**src/rtl/booth_pkg.sv**
```systemverilog
// Shared definitions for the radix-2 Booth multiplier controller.
//   - state_t   : controller FSM states
//   - DEF_WIDTH : default operand / datapath register width
//   - DEF_CNT_W : default shift-counter width (must be able to hold DEF_WIDTH)
//   - OP_ADD / OP_SUB : encodings of the addsub strobe
package booth_pkg;

  localparam int DEF_WIDTH = 16;
  localparam int DEF_CNT_W = 5;

  localparam logic OP_ADD = 1'b1;
  localparam logic OP_SUB = 1'b0;

  typedef enum logic [3:0] {
    IDLE,
    CLR,
    LDM,
    LDQ,
    CHECK,
    ARITH,
    SHIFT,
    DONE,
    ERR
  } state_t;

endpackage

```
**src/rtl/booth_controller_if.sv**
```systemverilog
// Host-side handshake bundle for the Booth controller.
//   start_valid / start_ready : operand pair offer / accept
//   mcand / mplier            : operands, captured on accept
//   result_valid / result_ready : product (or watchdog error) complete / acknowledge
//   err                       : sticky watchdog error
// Modports:
//   master : the requester that supplies operands and consumes results
//   slave  : the controller
interface booth_controller_if
  import booth_pkg::*;
#(
  parameter int WIDTH = DEF_WIDTH
);

  logic             start_valid;
  logic             start_ready;
  logic [WIDTH-1:0] mcand;
  logic [WIDTH-1:0] mplier;
  logic             result_valid;
  logic             result_ready;
  logic             err;

  modport master (
    output start_valid,
    output mcand,
    output mplier,
    output result_ready,
    input  start_ready,
    input  result_valid,
    input  err
  );

  modport slave (
    input  start_valid,
    input  mcand,
    input  mplier,
    input  result_ready,
    output start_ready,
    output result_valid,
    output err
  );

endinterface

```
**src/rtl/booth_controller.sv**
```systemverilog
// Sequencing FSM for a radix-2 Booth multiplier datapath.
// Accepts an operand pair over host (valid/ready), reinitialises the datapath,
// loads M then Q over the shared dp_data bus, then for every bit issues an
// optional add/sub (ldA/addsub) followed by an arithmetic shift, and holds
// result_valid until result_ready. A watchdog moves to ERR if the datapath's
// zero status never asserts after WIDTH shifts.
// Ports:
//   clk, rst       : clock (rising edge), asynchronous active-low reset
//   host           : handshake bundle (slave modport)
//   dp_clr         : datapath reinitialise strobe
//   dp_data        : datapath data_in bus (mcand in LDM, mplier in LDQ, else 0)
//   ldM, ldQ       : load M / Q from dp_data
//   ldA, addsub    : A update enable, 1 = A+M, 0 = A-M
//   shift          : arithmetic right shift of {A,Q,Qm1}
//   Q0, Qm1, zero  : datapath status inputs
module booth_controller
  import booth_pkg::*;
#(
  parameter int WIDTH = DEF_WIDTH,
  parameter int CNT_W = DEF_CNT_W
) (
  input  logic             clk,
  input  logic             rst,
  booth_controller_if.slave host,
  output logic             dp_clr,
  output logic [WIDTH-1:0] dp_data,
  output logic             ldM,
  output logic             ldQ,
  output logic             ldA,
  output logic             addsub,
  output logic             shift,
  input  logic             Q0,
  input  logic             Qm1,
  input  logic             zero
);

  state_t             state_reg;
  logic [WIDTH-1:0]   mcand_reg;
  logic [WIDTH-1:0]   mplier_reg;
  logic [CNT_W-1:0]   cnt_reg;
  logic               err_reg;
  logic               start_ready_reg;
  logic               result_valid_reg;
  logic               dp_clr_reg;
  logic [WIDTH-1:0]   dp_data_reg;
  logic               ld_m_reg;
  logic               ld_q_reg;
  logic               ld_a_reg;
  logic               addsub_reg;
  logic               shift_reg;

  // Outputs are registered alongside the state: each transition below raises
  // exactly the strobes that belong to the state being entered, so every
  // output is a pure function of the state register.
  always_ff @(posedge clk or negedge rst) begin
    if (!rst) begin
      state_reg        <= IDLE;
      mcand_reg        <= '0;
      mplier_reg       <= '0;
      cnt_reg          <= '0;
      err_reg          <= 1'b0;
      start_ready_reg  <= 1'b1;
      result_valid_reg <= 1'b0;
      dp_clr_reg       <= 1'b0;
      dp_data_reg      <= '0;
      ld_m_reg         <= 1'b0;
      ld_q_reg         <= 1'b0;
      ld_a_reg         <= 1'b0;
      addsub_reg       <= 1'b0;
      shift_reg        <= 1'b0;
    end else begin
      start_ready_reg  <= 1'b0;
      result_valid_reg <= 1'b0;
      dp_clr_reg       <= 1'b0;
      dp_data_reg      <= '0;
      ld_m_reg         <= 1'b0;
      ld_q_reg         <= 1'b0;
      ld_a_reg         <= 1'b0;
      addsub_reg       <= 1'b0;
      shift_reg        <= 1'b0;

      case (state_reg)
        IDLE: begin
          if (host.start_valid) begin
            mcand_reg  <= host.mcand;
            mplier_reg <= host.mplier;
            err_reg    <= 1'b0;
            state_reg  <= CLR;
            dp_clr_reg <= 1'b1;
          end else begin
            start_ready_reg <= 1'b1;
          end
        end

        CLR: begin
          cnt_reg     <= '0;
          state_reg   <= LDM;
          ld_m_reg    <= 1'b1;
          dp_data_reg <= mcand_reg;
        end

        LDM: begin
          state_reg   <= LDQ;
          ld_q_reg    <= 1'b1;
          dp_data_reg <= mplier_reg;
        end

        LDQ: begin
          state_reg <= CHECK;
        end

        // zero has priority over the watchdog so a healthy datapath that
        // finishes exactly on the WIDTH-th shift completes normally.
        CHECK: begin
          if (zero) begin
            state_reg        <= DONE;
            result_valid_reg <= 1'b1;
          end else if (cnt_reg == CNT_W'(WIDTH)) begin
            state_reg        <= ERR;
            result_valid_reg <= 1'b1;
            err_reg          <= 1'b1;
          end else if ({Q0, Qm1} == 2'b10) begin
            state_reg  <= ARITH;
            ld_a_reg   <= 1'b1;
            addsub_reg <= OP_SUB;
          end else if ({Q0, Qm1} == 2'b01) begin
            state_reg  <= ARITH;
            ld_a_reg   <= 1'b1;
            addsub_reg <= OP_ADD;
          end else begin
            state_reg <= SHIFT;
            shift_reg <= 1'b1;
          end
        end

        ARITH: begin
          state_reg <= SHIFT;
          shift_reg <= 1'b1;
        end

        SHIFT: begin
          cnt_reg   <= cnt_reg + 1'b1;
          state_reg <= CHECK;
        end

        DONE, ERR: begin
          if (host.result_ready) begin
            state_reg       <= IDLE;
            start_ready_reg <= 1'b1;
          end else begin
            result_valid_reg <= 1'b1;
          end
        end

        default: begin
          state_reg       <= IDLE;
          start_ready_reg <= 1'b1;
        end
      endcase
    end
  end

  assign host.start_ready  = start_ready_reg;
  assign host.result_valid = result_valid_reg;
  assign host.err          = err_reg;
  assign dp_clr            = dp_clr_reg;
  assign dp_data           = dp_data_reg;
  assign ldM               = ld_m_reg;
  assign ldQ               = ld_q_reg;
  assign ldA               = ld_a_reg;
  assign addsub            = addsub_reg;
  assign shift             = shift_reg;

endmodule

```
**src/flat_wrapper.sv**
```systemverilog
// flat-port wrapper written by rule: the top's interface ports become plain ports
module booth_controller_flat import booth_pkg::*;
#(
  parameter int WIDTH = DEF_WIDTH,
  parameter int CNT_W = DEF_CNT_W
)
  (clk, rst, dp_clr, dp_data, ldM, ldQ, ldA, addsub, shift, Q0, Qm1, zero, host_start_valid, host_mcand, host_mplier, host_result_ready, host_start_ready, host_result_valid, host_err);
  booth_controller_if #(.WIDTH(WIDTH)) host_i ();
  input  logic clk;
  input  logic rst;
  output logic dp_clr;
  output logic [WIDTH-1:0] dp_data;
  output logic ldM;
  output logic ldQ;
  output logic ldA;
  output logic addsub;
  output logic shift;
  input  logic Q0;
  input  logic Qm1;
  input  logic zero;
  input wire logic [$bits(host_i.start_valid)-1:0] host_start_valid;
  input wire logic [$bits(host_i.mcand)-1:0] host_mcand;
  input wire logic [$bits(host_i.mplier)-1:0] host_mplier;
  input wire logic [$bits(host_i.result_ready)-1:0] host_result_ready;
  output wire logic [$bits(host_i.start_ready)-1:0] host_start_ready;
  output wire logic [$bits(host_i.result_valid)-1:0] host_result_valid;
  output wire logic [$bits(host_i.err)-1:0] host_err;
  assign host_i.start_valid = host_start_valid;
  assign host_i.mcand = host_mcand;
  assign host_i.mplier = host_mplier;
  assign host_i.result_ready = host_result_ready;
  assign host_start_ready = host_i.start_ready;
  assign host_result_valid = host_i.result_valid;
  assign host_err = host_i.err;
  booth_controller #(.WIDTH(WIDTH), .CNT_W(CNT_W)) u_core (.clk(clk), .rst(rst), .host(host_i), .dp_clr(dp_clr), .dp_data(dp_data), .ldM(ldM), .ldQ(ldQ), .ldA(ldA), .addsub(addsub), .shift(shift), .Q0(Q0), .Qm1(Qm1), .zero(zero));
endmodule
```
**config.mk**
```make
export PLATFORM = sky130hd
export DESIGN_NAME = booth_controller_flat
export DESIGN_NICKNAME = d
export VERILOG_FILES = /design/src/rtl/booth_pkg.sv /design/src/rtl/booth_controller_if.sv /design/src/rtl/booth_controller.sv /design/src/flat_wrapper.sv
export SDC_FILE = /design/constraint.sdc
export NUM_CORES = 1
export LEC_CHECK = 0
export CAP_MARGIN = 20
export CORE_MARGIN = 1.5
export CORE_UTILIZATION = 40
export DETAILED_ROUTE_END_ITERATION = 10
export PLACE_DENSITY = 0.67
export RECOVER_POWER = 100
export SYNTH_ARGS = -nofsm -noshare
export SYNTH_HDL_FRONTEND = slang
export SYNTH_SLANG_ARGS = --single-unit
```
**constraint.sdc**
```tcl
create_clock -name clk -period 2.04 [get_ports clk]
set_clock_uncertainty 0.2 [all_clocks]
set_input_delay 0.51 -clock clk [delete_from_list [all_inputs] [get_ports clk]]
set_output_delay 0.51 -clock clk [all_outputs]
set_load 0.01 [all_outputs]
```
==> results of run 1 <==
-- Yosys cell counts (2+ instances only) --
library cell | instances | area (µm²)
dfrtp_1 | 65 | 1630
inv_1 | 6 | 22.5
nor2b_1 | 2 | 12.5
nor2_1 | 4 | 15.0
and3_1 | 2 | 12.5
mux2_2 | 32 | 360
nand4_1 | 2 | 12.5
nand2_1 | 6 | 22.5
a22o_1 | 17 | 149
o21ai_1 | 2 | 10.0
buf_6 | 4 | 45.0
ha_1 | 3 | 37.5
nor2_2 | 2 | 12.5
buf_2 | 4 | 20.0
nor3_1 | 2 | 10.0
nand2b_1 | 3 | 18.8
a31oi_1 | 4 | 25.0
a21o_1 | 2 | 15.0
a21oi_1 | 8 | 40.0
-- metrics by stage --
stage / std cells / hold slack [ps] / power [mW] / TNS (ps)
after floorplan: 189 / 14.4 / 3.18 / 0
after global placement: 330 / 235 / 3.82 / -3870
after detailed placement: 330 / 236 / 3.86 / -4230
after CTS: 346 / 294 / 4.96 / 0
after global routing: 346 / 306 / 5.20 / 0
final: 346 / 288 / 4.86 / 0
-- layer usage --
metal,wire length (µm),share of wire [%],vias up
met4,122,2.4,0
met5,0,0,-
met2,2360,46,44
li1,-,-,837
met1,2320,45,862
met3,315,6.2,10
-- layout make-up --
cell class / instances / area, µm² / area share (%)
Clock buffer: 11 / 141 / 3.92
Tap cell: 77 / 96.3 / 2.67
Timing Repair Buffer: 75 / 726 / 20.1
Clock inverter: 4 / 51.3 / 1.42
Sequential cell: 66 / 1650 / 45.8
Inverter: 6 / 22.5 / 0.624
Multi-Input combinational cell: 107 / 920 / 25.5
-- logic make-up after synthesis --
family	count (synthesis)	share of synthesized area (%)
AOI/OAI and AO/OA	40	10.9
adders and majority gates	3	1.40
buffers and inverters	16	3.69
DFF	66	61.7
muxes	34	14.3
and+or+nand+nor	30	8.04
-- where the power goes --
part	total [mW]	leakage, nW	switching (mW)	internal [mW]
clock	1.09	0.0958	0.498	0.593
sequential	2.16	0.837	0.309	1.85
combinational	1.61	0.660	0.647	0.961
-- worst register-to-register path, delay by kind of cell, from the launching register on --
kind	cells	cell delay [ps]
DFF	1	500
muxes	1	370
buffers and inverters	1	270
and+or+nand+nor	3	460
-- repair_timing --
| item | in CTS | in global routing |
|---|---|---|
| endpoints found under the hold margin | 12 | 0 |
| gates resized for setup | 1 | 0 |
| hold buffers | 1 | 0 |
| setup endpoints to repair | 1 | 0 |
-- how the worst max path moves through the flow --
stage,from,to,slack (ps)
after CTS,u_core.host.err$_DFFE_PN0P_,host_err,70
after global placement,host_start_valid,u_core.mcand_reg[11]$_DFFE_PN0P_,-120
after detailed placement,host_start_valid,u_core.mplier_reg[3]$_DFFE_PN0P_,-140
after floorplan,u_core.state_reg[0]$_DFFE_PN0P_,u_core.mcand_reg[0]$_DFFE_PN0P_,300
final,u_core.host.err$_DFFE_PN0P_,host_err,90
after global routing,u_core.state_reg[1]$_DFFE_PN0P_,u_core.mcand_reg[9]$_DFFE_PN0P_,40
==> metrics.cfg, run 1 <==
[status]
status = finished with violations
violations = DRC

[timing]
finalSetupViolations = 0
worst_slack_ps = 93.4
rsz0062_at_grt = false
max_freq_mhz = 514
slew_headroom_pct = 44.8
hold_viol_final = 0
fin_crit_sh_pct = 95.4
tightest_slew_ps = 827
finalCriticalPeriod_ps = 1950
report.final.slew_viol_count = 0

[place]
hpwl_um = 3360
placedInstanceArea_um2 = 3440
port_buffers = 63
finalWeightedCongestion = 0.782
pre_cts_ws_ps = -142

[grt]
grt_util_met3_pct = 6.13
grt_pass1_vias = 1777
grt_max_degree = 54
antenna_found_initial = 0
grt.overflow.total = 0
track_usage_pct = 16.1
top_usage_layer = met2
grt_util_met2_pct = 24.1
use_met1_pct = 20.5
grt_pass1_wl_um = 8690

[routing]
routedWlPerCell_um = 14.8
dr.pass1.iters = 7
vias = 1753
routed_wl_um = 5120
drt_iter0_markers = 68
vias_per_cell = 5.07
antenna_left = 0
drc = 6

[layout]
final_area_um2 = 3610
drive_above_1_share_pct = 23.0
layout_common_cells = dfrtp_1 (65), clkdlybuf4s50_1 (61), mux2_2 (32), a22o_1 (17), clkbuf_8 (10)
syn_to_final_growth_pct = 34.8
final_util_pct = 56.2
final_common_cell = dfrtp_1
layout.nets = 307
antenna_cells = 0
fillers = 542

[floorplan]
dieHeight_um = 84.8
die_w_um = 84.8
start_util_pct = 41.7
die_area_um2 = 7190
rows = 29
core_um2 = 6420
ios = 64

[critical_path]
timing.rr.start = u_core.state_reg[1]$_DFFE_PN0P_
cp-start-kind = register
path_depth = 1
crit_path_top_delay_cell = clkdlybuf4s50_1
crit_family = buffers and inverters
cp.required_ps = 1330
crit_type = reg2out
reg2reg_slack_ps = 140
cp.arrival_ps = 1240
critical_path_buf_inv_count = 1
max_stage_delay_ps = 540
r2r_end = u_core.mplier_reg[8]$_DFFE_PN0P_
endpoint_kind = output port
r2r_cells = 5
path_cells = clkdlybuf4s50_1
critPathMaxFanout = 2

[worst_hold_path]
worstHoldPathCells = 1
hold_end = u_core.mcand_reg[2]$_DFFE_PN0P_
min_from = u_core.mcand_reg[2]$_DFFE_PN0P_
min_path_type = reg2reg

[clock_network]
htreeDepth = 3
postCtsSetupBuffers = 0
cts_buffer_depth = 2
cts_tree = built
cts_root_buf = clkbuf_8
cts.clk_slew.worst_paths_ps = 70
numCtsBuffers = 9
cts_sinks = 66
clk_latency_ps = 340

[synthesis]
synth_cell_type_count = 38
syn-cell-area_um2 = 2680
ys.flop_type = dfrtp_1
postSynth.asyncResetShare_pct = 100
ys_ff_latch = 66
syn-num-nets = 231
synth.avg_cell_area_um2 = 14.2
synth_edf_count = 0
syn_inst = 189
yosysWarningCount = 0
seq_area_frac_synth_pct = 61.7

[power_and_ir_drop]
leakage_nw = 1.59
peakVddDrop_uv = 571
p_per_area_nw_per_um2 = 1350

[run]
cap_violations = 0

Power figures use the tool's default switching activity.
==> run 2, diff against run 1 <==
Settings changed: CORE_MARGIN 1.5 to not set.
==> run 2 against run 1 <==
Largest cell class unchanged. Die area decreased by 2.3%. Critical path type unchanged. Hold slack improved by 3.6 ps. The run still ends with DRC left. Non-clock buffer count unchanged. Total power about the same. Sequential share of layout area about the same. Setup slack got worse by 43 ps. Register-to-register slack improved by 20 ps.
==> metrics.cfg, run 2 (same netlist as run 1, synthesis figures left out) <==
[floorplan]
die_area_um2 = 7020
die_w_um = 83.8
dieHeight_um = 83.8
ios = 64
start_util_pct = 41.7
core_um2 = 6420
rows = 29

[timing]
finalCriticalPeriod_ps = 1990
slew_headroom_pct = 58.8
fin_crit_sh_pct = 97.5
report.final.slew_viol_count = 0
worst_slack_ps = 50.1
hold_viol_final = 0
rsz0062_at_grt = false
max_freq_mhz = 503
tightest_slew_ps = 618
hold_slack_ps = 291
finalSetupViolations = 0

[critical_path]
path_cells = dlygate4sd3_1
reg2reg_slack_ps = 160
endpoint_kind = output port
crit_family = buffers and inverters
r2r_cells = 5
r2r_end = u_core.state_reg[1]$_DFFE_PN0P_
max_stage_delay_ps = 590
crit_path_top_delay_cell = dlygate4sd3_1
critical_path_buf_inv_count = 1
worstSetupStartpoint = u_core.addsub$_DFF_PN0_
cp-start-kind = register
timing.rr.start = u_core.state_reg[3]$_DFFE_PN0P_
cp-endpoint = addsub
critPathMaxFanout = 1
crit_type = reg2out
cp.required_ps = 1330
path_depth = 1
cp.arrival_ps = 1280

[grt]
grt_util_met2_pct = 27.3
grt_util_met3_pct = 6.73
use_met1_pct = 19.0
antenna_found_initial = 0
grt.overflow.total = 0
grt_pass1_vias = 1796
top_usage_layer = met2
grt_max_degree = 51
grt_pass1_wl_um = 8680
track_usage_pct = 16.4

[power_and_ir_drop]
fin_total_pwr_mw = 4.86
peakVddDrop_uv = 628
leakage_nw = 1.59
p_per_area_nw_per_um2 = 1350

[routing]
drt_iter0_markers = 56
dr.pass1.iters = 9
antenna_left = 0
drc = 4
vias = 1786
routedWlPerCell_um = 15.1
routed_wl_um = 5220
vias_per_cell = 5.16

[place]
dp_cells = 330
finalWeightedCongestion = 0.768
pre_cts_ws_ps = -149
hpwl_um = 3580
port_buffers = 63

[layout]
final_common_cell = dfrtp_1
multi_input_area_um2 = 921
layout.nets = 307
regArea_um2 = 1650
antenna_cells = 0
layout_common_cells = dfrtp_1 (65), clkdlybuf4s50_1 (59), mux2_2 (32), a22o_1 (17), clkbuf_8 (10)
syn_to_final_growth_pct = 34.7
fillers = 547
final_cells = 346
drive_above_1_share_pct = 24.2
final_util_pct = 56.2

[status]
violations = DRC
status = finished with violations

[worst_hold_path]
min_path_type = reg2reg
min_from = u_core.mcand_reg[4]$_DFFE_PN0P_
worstHoldPathCells = 1

[clock_network]
postCtsSetupBuffers = 0
htreeDepth = 3
clk_latency_ps = 330
numCtsBuffers = 9
cts_tree = built
cts_root_buf = clkbuf_8
cts_sinks = 66
cts.clk_slew.worst_paths_ps = 70
cts_buffer_depth = 2

[run]
cap_violations = 0

==> run 2: what timing repair did <==
item,in CTS,in global routing
endpoints found under the setup margin,1,0
gates resized for setup,1,0
hold buffers,1,0
endpoints found under the hold margin,15,0
==> run 2: worst min-delay path by stage <==
stage                                         end
CTS                 u_core.cnt_reg[4]$_DFFE_PN0P_
global placement             u_core.ldQ$_DFF_PN0_
global route          u_core.dp_data[7]$_DFF_PN0_
finish                u_core.dp_data[4]$_DFF_PN0_
detailed placement           u_core.ldQ$_DFF_PN0_
floorplan                 u_core.addsub$_DFF_PN0_
==> run 2: power by group <==
group          internal, mW  switching, mW
combinational         0.972          0.670
sequential             1.85          0.307
clock                 0.586          0.476
==> run 2: final cells by class <==
type / instances / area share (%)
clock inverter: 5 / 1.53
clock buffer: 10 / 3.82
tap: 77 / 2.67
sequential: 66 / 45.8
inverter: 6 / 0.624
timing repair buffer: 75 / 20.0
multi-input combinational: 107 / 25.5
==> run 2: metrics by stage <==
step	instance area, µm²	setup TNS [ps]
finish	3610	0
detailed placement	3440	-4340
CTS	3640	0
floorplan	2680	0
global route	3610	0
global placement	3440	-4360
==> run 2: layer usage <==
| metal | vias to the layer above | share of wire [%] |
|---|---|---|
| li1 | 840 | - |
| met1 | 904 | 41 |
| met2 | 40 | 53 |
| met3 | 2 | 5.1 |
| met4 | 0 | 0.82 |
| met5 | - | 0 |
